===== src/rtl/dmem_ctrl.sv =====
// Data-memory initiator: CPU load/store bursts of 1..4 bytes onto a
// registered-read data memory, with address auto-increment.
module dmem_ctrl #(
  parameter int ADDR_W = 8,
  parameter int DATA_W = 8,
  parameter int LEN_W  = 2
) (
  input  logic              clk,
  input  logic              reset_ctrl_n,
  input  logic              req_valid,
  output logic              req_ready,
  input  logic              req_write,
  input  logic [ADDR_W-1:0] req_addr,
  input  logic [LEN_W-1:0]  req_len,
  input  logic              wdata_valid,
  output logic              wdata_ready,
  input  logic [DATA_W-1:0] wdata,
  output logic              rsp_valid,
  input  logic              rsp_ready,
  output logic [DATA_W-1:0] rsp_data,
  output logic              busy,
  output logic [ADDR_W-1:0] dmem_addr,
  output logic [DATA_W-1:0] read_val,
  output logic              REDMEM,
  input  logic [DATA_W-1:0] data
);

  typedef enum logic [1:0] {
    S_IDLE,
    S_WR,
    S_RD_ADDR,
    S_RD_DATA
  } state_e;

  state_e            state_q, state_d;
  logic [ADDR_W-1:0] addr_q, addr_d;
  logic [LEN_W-1:0]  beats_q, beats_d;

  always_comb begin
    state_d = state_q;
    addr_d  = addr_q;
    beats_d = beats_q;
    unique case (state_q)
      S_IDLE: begin
        if (req_valid) begin
          addr_d  = req_addr;
          beats_d = req_len;
          state_d = req_write ? S_WR : S_RD_ADDR;
        end
      end
      S_WR: begin
        if (wdata_valid) begin
          addr_d = addr_q + ADDR_W'(1);
          if (beats_q == '0) state_d = S_IDLE;
          else beats_d = beats_q - LEN_W'(1);
        end
      end
      S_RD_ADDR: state_d = S_RD_DATA;
      S_RD_DATA: begin
        // memory re-reads addr_q every cycle, so a stall keeps data stable
        if (rsp_ready) begin
          addr_d = addr_q + ADDR_W'(1);
          if (beats_q == '0) begin
            state_d = S_IDLE;
          end else begin
            beats_d = beats_q - LEN_W'(1);
            state_d = S_RD_ADDR;
          end
        end
      end
      default: state_d = S_IDLE;
    endcase
  end

  always_ff @(posedge clk or negedge reset_ctrl_n) begin
    if (!reset_ctrl_n) begin
      state_q <= S_IDLE;
      addr_q  <= '0;
      beats_q <= '0;
    end else begin
      state_q <= state_d;
      addr_q  <= addr_d;
      beats_q <= beats_d;
    end
  end

  assign req_ready   = (state_q == S_IDLE);
  assign busy        = (state_q != S_IDLE);
  assign wdata_ready = (state_q == S_WR);
  assign rsp_valid   = (state_q == S_RD_DATA);
  assign rsp_data    = data;
  assign dmem_addr   = addr_q;
  assign REDMEM      = wdata_ready & wdata_valid;
  assign read_val    = wdata_ready ? wdata : '0;

endmodule

===== config.mk =====
export PLATFORM = sky130hd
export DESIGN_NAME = dmem_ctrl
export DESIGN_NICKNAME = d
export VERILOG_FILES = /design/src/rtl/dmem_ctrl.sv
export SDC_FILE = /design/constraint.sdc
export NUM_CORES = 1
export LEC_CHECK = 0
export CORE_MARGIN = 2
export CORE_UTILIZATION = 35
export CTS_CLUSTER_SIZE = 12
export DETAILED_ROUTE_END_ITERATION = 8
export PLACE_DENSITY = 0.9
export REMOVE_ABC_BUFFERS = 1
export SYNTH_ARGS = -nofsm -noshare
export SYNTH_HDL_FRONTEND = slang
export SYNTH_SLANG_ARGS = --single-unit

===== constraint.sdc =====
create_clock -name clk -period 1.8 [get_ports clk]
set_input_delay 0.45 -clock clk [delete_from_list [all_inputs] [get_ports clk]]
set_output_delay 0.45 -clock clk [all_outputs]
set_load 0.1 [all_outputs]

; Yosys cells after proc, flatten, opt, wreduce, memory -nomap -nowiden
; Index checks and enable logic that the tools add are counted.
[op_classes]
add_sub_neg = 2
multipliers = 0
div = 0
magnitude_cmp = 0
n_eq_ne = 7
n_shift = 0
muxes = 17
bitwise = 1
reduce_logical = 6
[op_table]
columns = operator, n
row1 = 8-bit two-way mux, 4
row2 = 8-bit one-hot mux with 3 select lines, 1
row3 = 2-bit two-way mux, 10
row4 = 8-bit by 1-bit adder with 8-bit output (second input constant), 1
row5 = 2-bit one-hot mux with 4 select lines, 1
row6 = 4-bit AND reduction, 2
row7 = 2-bit one-hot mux with 3 select lines, 1
row8 = 2-bit equality test (second input constant), 2
row9 = 2-bit logical NOT, 2
row10 = 2-bit by 1-bit != test with 1-bit output (second input constant), 2
row11 = 2-bit != test (second input constant), 2
row12 = 3-bit nonzero test, 1
row13 = 2-bit by 1-bit equality test with 1-bit output (second input constant), 1
row14 = 2-bit nonzero test, 1
row15 = 2-bit by 1-bit subtractor with 2-bit output (second input constant), 1
row16 = 1-bit bitwise AND, 1
[totals]
ff_bits = 12
latchBits = 0
ram_bits = 0
rom_bits = 0
inputBits = 32
out_inout_bits = 29
word_cells = 36
n_memories = 0

; Longest topological paths before layout
; Gate-level depths: netlist of the first run.
[depth]
word_depth = 4
depth_mapped = 6
depth_no_buf = 6

; Worst setup path after synthesis of the first run
; OpenSTA, ideal clock, no wires.
[synth_timing]
path_kind = register to output
from = register state_q[0]
to = output port busy
t_arrival_ns = 2.764
t_required_ns = 1.350
slack_ns = -1.414
stages_incl_launch_ff = 4
path_buffers = 1
path_cell_list = dfrtp_1 > buf_6 > nor2_1 > inv_1
[synth_via]
elab_chain_cells = 1
[synth_lines]
columns = element, line_no
row1 = start: declaration, 35  ; state_e state_q, state_d;
row2 = start signal: assignment, 81  ; state_q <= state_d;
row3 = 2-bit nonzero test, 88  ; assign busy = (state_q != S_IDLE);
row4 = end: declaration, 21  ; output logic busy,
; No other way between the ends.

; Final worst setup path of the first run
[layout_timing]
from = register state_q[1]
to = output port read_val[3]
[layout_via]
elab_chain_cells = 2
[layout_lines]
columns = element, line_no
row1 = 2-bit by 1-bit equality test with 1-bit output, 89  ; assign wdata_ready = (state_q == S_WR);
row2 = 8-bit two-way mux, 94  ; assign read_val = wdata_ready ? wdata : '0;
row3 = end: declaration, 23  ; output logic [DATA_W-1:0] read_val,
; No other way between the ends.

==> out/metrics.cfg, run 1 <==
[sta]
skew_ns=0.0009491
rsz0062_at_grt=yes
min_period_over_period=0.9836
slew_headroom=0.6425
worst_slew_pin_slew_ns=0.5346
finalMaxSlewViolations=0
tns_ns=0
min_period_ns=1.771
fmax_mhz=564.8
setup_viol=0
final_hold_viol_count=0

[synthesis]
synth_area_um2=895.9
synth.most_common_cell=nand2_1
avgSynthCellArea_um2=8.373
ys_ff_latch=12
synth_common_cells=nand2_1 (13), dfrtp_1 (12), and2_1 (11)
syn-instance-count=107
synth_ff_type=dfrtp_1
yosys.area.top_type=dfrtp_1
synth_top_cell_area_share=0.3352
yosysSeqAreaShare=0.3352
ys_types=31
synth_edf_count=0
ys_top_cells_by_area=dfrtp_1 (34%), and2_1 (7.7%), buf_4 (6.7%)
yosys_warnings=0
synthArstFlopShare=1.000

[placed_design]
hpwl_um=2096
placed_area_mm2=0.001526
io_buffers=44
gp_congestion=0.7730

[cells_and_area]
seq_area_um2=300.3
fin_nets=182
multiInputGateArea_um2=496.7
diodes=0
final_layout_size_suffix_gt1_frac=0.2603
nFillCells=197
design_area_mm2=0.001564
area_growth_pct=74.58

[outcome]
status=completed

[setup_path]
setup.worst_path.class=register to primary output
crit_slowest_cell=dfrtp_1
cp.arrival_ns=1.32
critPathMaxStageDelay_ns=0.41
required_ns=1.35
crit_chain=nor2b_4 -> and2_1 -> buf_12
start_kind=register
cp_max_fo=10
worstSetupEndpointType=primary output

[global_routing]
grt_usage=0.1927
grt_pass1_vias=934
grt_max_degree=24
antenna_found_initial=0
grt_overflow=0
grt_pass1_wl_um=4057

[routing]
antenna_left=0
first_pass_iters=4
drt-initial-drc-count=9
via_per_inst=5.420
wl_met2_um=1326
wl_per_cell_um=14.86
drc=0
route.met3.wl_um=337
routed_wl_um=2616
vias=954
wl_met1_um=934
highest_layer=met4

[run]
drv_cap=0

[die]
dieArea_mm2=0.002980
ioPinCount=61
rows=18
die_y_um=54.59
start_util=0.3649
core_mm2=0.002455
chipWidth_um=54.59

[clocking]
cts_sinks=12
clock_latency_ns=0.27
numCtsBuffers=3
htreeDepth=1
cts.clk_slew.worst_paths_ns=0.07
cts_tree=built
cts_root_buffer=clkbuf_4
cts_buffer_depth=2

[hold_path]
holdCritPathClass=register to register

==> metal layers <==
layer,vias to the layer above,track usage
met5,-,0
met4,0,0.07083
met3,3,0.08743
met2,64,0.3552
met1,437,0.1843
li1,450,-
==> registers in the layout, summed over array words and instances, names as in the netlist <==
name / cells
beats_q: 2
state_q: 2
dmem_addr: 8
==> cells in the final DEF, fill, tap and decap left out <==
master / count
a32oi_1: 1
nor3_2: 1
clkdlybuf4s50_1: 23
nor2_1: 4
a31oi_1: 1
o22ai_1: 4
nor3b_1: 1
dfrtp_1: 12
nor2_4: 1
o21ai_2: 1
o21a_2: 1
a2bb2oi_1: 1
a31o_2: 2
o21a_1: 1
inv_1: 5
mux2i_2: 1
nand4_1: 3
o22ai_2: 1
nand4b_1: 3
and3_1: 4
nor2b_4: 1
o21ai_0: 4
ha_1: 2
a21oi_1: 7
and4_1: 1
and2_1: 11
clkbuf_4: 3
nand3_1: 5
nand2_1: 13
mux2i_1: 2
buf_4: 5
buf_12: 21
==> final cells by class <==
class	instances	share of cell area
timing repair buffer	49	0.4400
multi-input combinational	77	0.3176
sequential	12	0.1920
tap	30	0.02400
clock buffer	3	0.01440
inverter	5	0.01200
==> worst paths after layout <==
path / startpoint / end / slack (ns) / depth (start not counted)
worst max register to register: state_q[0] / dmem_addr[5] / 0.25 / 6
worst min register to register: beats_q[0] / beats_q[0] / 0.51 / 2
min in group asynchronous: reset_ctrl_n / dmem_addr[7] / 0.53 / 1
max in group asynchronous: reset_ctrl_n / dmem_addr[2] / 0.92 / 1
worst max-delay path: state_q[1] / read_val[3] / 0.03 / 3
worst min-delay path: beats_q[0] / beats_q[0] / 0.51 / 2
==> kinds of logic after synthesis <==
kind of cell,synth area share
buffers and inverters,0.1271
muxes,0.03771
AOI/OAI and AO/OA,0.1774
adders and majority gates,0.02793
DFF,0.3352
and+or+nand+nor,0.2947
==> stage by stage <==
step	utilization	hold slack, ns	std cells	worst slack (ns)
finish	0.6371	0.5126	176	0.02949
global route	0.6371	0.5534	176	-0.03302
CTS	0.6371	0.5180	176	0.02678
detailed placement	0.6218	0.5029	173	0.01939
global placement	0.6218	0.4844	173	0.02804
floorplan	-	0.1544	94	-1.861
==> critical path, delay by kind of cell, from the launching register on <==
family / cells / cell delay, ns
simple gates: 2 / 0.45
flops: 1 / 0.41
buf+inv: 1 / 0.19
==> what timing repair did <==
action | 4_1_cts | 5_1_grt
buffers inserted | 0 | 0
setup endpoints to repair | 12 | 11
resized for setup | 4 | 0
hold buffers | 0 | 0
Power of run 1 is not shown: default switching activity piles up to over one toggle a cycle in this logic, so the estimate is an artifact.
==> run 2: changes to the inputs <==
Settings changed: PLACE_DENSITY 0.9 to 0.85.
==> run 2 against run 1 <==
- the flow now finishes with violations (negative setup slack)
- flip-flop and latch count unchanged
- final area is 3.6% higher
- die area unchanged
- critical path depth is 1 higher
- utilization rose by 2.3 points
- clock-buffer cell count grew 1
- first-iteration DRC count is 78% higher
- hold slack improved by 0.0076 ns
- setup slack lost 0.056 ns
- via count is 2.9% higher
- register-to-register slack about the same
==> out/metrics.cfg, run 2 (same netlist as run 1, synthesis figures left out) <==
[sta]
finalMaxSlewViolations=0
tns_ns=-0.1225
min_period_ns=1.826
fmax_mhz=547.5
worst_slew_pin_slew_ns=0.5671
worst_slack_ns=-0.02637
setup_viol=9
final_hold_viol_count=0
min_period_over_period=1.015
skew_ns=0.001665
rsz0062_at_grt=yes
slew_headroom=0.6207

[hold_path]
holdCritPathClass=register to register
hold_path_startpoint=beats_q[0]

[routing]
drc=0
drt-initial-drc-count=16
antenna_left=0
vias=982
routed_wl_um=2785
first_pass_iters=4
via_per_inst=5.425
wl_per_cell_um=15.39

[die]
core_mm2=0.002455
ioPinCount=61
rows=18
start_util=0.3649
dieArea_mm2=0.002980
die_y_um=54.59
chipWidth_um=54.59

[setup_path]
reg2reg_from=state_q[0]
setup.worst_path.class=register to primary output
cp_max_fo=5
required_ns=1.35
cp.arrival_ns=1.38
worstSetupEndpointType=primary output
cp-startpoint=state_q[1]
start_kind=register

[clocking]
cts_root_buffer=clkbuf_4
numCtsBuffers=3
cts.clk_slew.worst_paths_ns=0.08
cts_sinks=12
cts_tree=built
hold_buffers=0
htreeDepth=1
clock_latency_ns=0.28
cts_buffer_depth=2

[cells_and_area]
fin_nets=186
layout_commonest_cell=clkdlybuf4s50_1
nFillCells=191
final_layout_size_suffix_gt1_frac=0.3510
seq_area_um2=302.8
area_growth_pct=80.87
diodes=0
largest_reg_flops=8
multiInputGateArea_um2=506.7
mostFrequentLayoutCells=clkdlybuf4s50_1 (23), buf_12 (21), nand2_1 (13), dfrtp_1 (10)

[placed_design]
io_buffers=44
hpwl_um=2080
gp_congestion=0.7653

[global_routing]
grt_pass1_vias=1023
grt_pass1_wl_um=4353
grt_overflow=0
antenna_found_initial=0
grt_max_degree=19
grt_usage=0.2024

[outcome]
failed_checks=negative setup slack
status=finished, violations left

[run]
drv_cap=0

run 2: cell types whose count changed in the layout (fill, tap and decap cells not counted), sizes merged:
cell	delta
clkbuf	+1
buf	+4
run 2: metal layers:
layer	part of all wire	GRT usage
met5	0	0
met4	0.0097	0.06250
met3	0.11	0.07923
met2	0.53	0.3849
met1	0.35	0.1963
run 2: final cells by class:
class / instances / area share
Multi-Input combinational cell: 77 / 0.3127
Clock buffer: 4 / 0.02239
Sequential cell: 12 / 0.1869
Tap cell: 30 / 0.02317
Inverter: 5 / 0.01158
Timing Repair Buffer: 53 / 0.4432
run 2: final timing paths:
kind	to	slack, ns	depth (start not counted)
setup / recovery	read_val[6]	-0.03	4
hold / removal	beats_q[0]	0.52	2
setup reg to reg	dmem_addr[6]	0.24	6
hold reg to reg	beats_q[0]	0.52	2
max in group asynchronous	state_q[0]	0.87	1
min in group asynchronous	beats_q[0]	0.53	1
run 2: timing repair:
item                       CTS  global route
cloned                       0             1
resized for setup            3            12
setup endpoints to repair   10            11
hold endpoints to repair     0             0
setup buffers                2             0
run 2: worst max-delay path: stages, from the launching register on:
cell	delay [ns]
dfrtp_2	0.44
nor2b_2	0.16
buf_4	0.17
and2_4	0.16
buf_12	0.16
run 2: per-stage QoR:
step,utilization,cells,setup slack (ns),instance area [um^2],hold slack (ns)
after global routing,0.6600,181,-0.07812,1620,0.5588
after global placement,0.6249,174,0.02768,1534,0.4842
after CTS,0.6478,180,-0.02797,1590,0.5253
final,0.6600,181,-0.02637,1620,0.5202
after detailed placement,0.6249,174,0.02440,1534,0.5074
after floorplan,-,94,-1.861,800.8,0.1544
Power of run 2 is left out for the same reason.
==> run 3: changes to the inputs <==
Settings changed: CTS_CLUSTER_DIAMETER set to 120, REMOVE_ABC_BUFFERS 1 to not set.
==> run 3 against run 2 <==
- the flow now finishes without violations
- non-clock buffer count decreased by 1
- flip-flop and latch count unchanged
- die area unchanged
- global-route usage decreased by 0.54 points
- critical endpoint is now REDMEM
- highest routed layer unchanged
==> out/metrics.cfg, run 3 (same netlist as run 1, synthesis figures left out) <==
[outcome]
status=completed

[setup_path]
worstSetupEndpointType=primary output
setup.worst_path.class=input pin to primary output
reg2reg_depth=5
required_ns=1.35
start_kind=input pin
cp_max_fo=3
cp.arrival_ns=1.31

[sta]
setup_viol=0
final_hold_viol_count=0
min_period_over_period=0.9756
skew_ns=0.001045
finalMaxSlewViolations=0
worst_slack_ns=0.04400
min_period_ns=1.756
rsz0062_at_grt=yes
fmax_mhz=569.5
slew_headroom=0.6208
worst_slew_pin_slew_ns=0.5670

[cells_and_area]
mostFrequentLayoutCells=clkdlybuf4s50_1 (23), buf_12 (21), nand2_1 (13), and2_4 (9), dfrtp_1 (9)
area_growth_pct=80.87
layout_commonest_cell=clkdlybuf4s50_1
diodes=0
largest_reg_flops=8
final_layout_size_suffix_gt1_frac=0.3600
fin_nets=185

[routing]
routed_wl_um=2536
first_pass_iters=4
via_per_inst=5.272
drt-initial-drc-count=11
antenna_left=0
wl_per_cell_um=14.09
vias=949
drc=0

[placed_design]
gp_congestion=0.8062
pre_cts_ws_ns=0.04475
io_buffers=44
hpwl_um=1988

[clocking]
cts_buffer_depth=2
ctsResizeCount=0
cts_root_buffer=clkbuf_4
numCtsBuffers=3
cts.clk_slew.worst_paths_ns=0.08
cts_sinks=12
hold_buffers=0
htreeDepth=1
clock_latency_ns=0.29
cts_tree=built

[die]
core_mm2=0.002455
chipWidth_um=54.59
rows=18
ioPinCount=61
dieArea_mm2=0.002980
start_util=0.3649
die_y_um=54.59

[synthesis]
syn_nets=141

[hold_path]
holdCritPathClass=input pin to asynchronous set/reset pin

[global_routing]
grt_overflow=0
grt_max_degree=13
grt_usage=0.1970
antenna_found_initial=0
grt_pass1_vias=931
grt_pass1_wl_um=4133

[run]
drv_cap=0

==> run 3: cell count changes in the layout (fill, tap and decap cells not counted) <==
| cell | change |
|---|---|
| and2_1 | -1 |
| and2_2 | +1 |
| buf_4 | -1 |
| dfrtp_1 | -1 |
| dfrtp_2 | +1 |
| nor2_1 | -1 |
| nor2_4 | +1 |
| nor2b_1 | +1 |
| nor2b_2 | -1 |
==> run 3: area by class of cell <==
cell class | count | area (um^2)
Fill cell | 181 | 834.6
Timing Repair Buffer | 52 | 710.7
Multi-Input combinational cell | 77 | 513.0
Sequential cell | 12 | 304.0
Tap cell | 30 | 37.54
Clock buffer | 4 | 36.28
Inverter | 5 | 18.77
==> run 3: final timing paths <==
check	from	end	slack (ns)
max	wdata_valid	REDMEM	0.04
min	reset_ctrl_n	dmem_addr[7]	0.52
max reg2reg	state_q[0]	dmem_addr[5]	0.33
min reg2reg	beats_q[0]	beats_q[0]	0.53
max in group asynchronous	reset_ctrl_n	dmem_addr[1]	0.88
min in group clk	beats_q[0]	beats_q[0]	0.53
==> run 3: critical path, cell delays in order <==
cell and delay [ns]:
clkdlybuf4s50_1 0.52, and2_4 0.17, buf_12 0.16
==> run 3: through the flow <==
step	area [um^2]	cells	utilization	setup TNS (ns)	hold WS [ns]
after global routing	1620	180	0.6600	-0.01104	0.5657
after floorplan	934.6	107	-	-0.2376	0.1544
final	1620	180	0.6600	0	0.5194
after detailed placement	1577	175	0.6422	0	0.5126
after global placement	1577	175	0.6422	0	0.4886
after CTS	1613	179	0.6570	0	0.5302
==> run 3: metal layers <==
layer,routed length (um),vias up,global-route usage
met2,1255,50,0.3294
li1,-,455,-
met4,62,0,0.1167
met3,245,9,0.05464
met5,0,-,0
met1,973,435,0.2211
==> run 3: repair_timing <==
action                                  4_1_cts  5_1_grt
setup buffers                                 0        1
endpoints found under the hold margin         0        0
endpoints found under the setup margin        0        9
Power of run 3 is left out for the same reason.
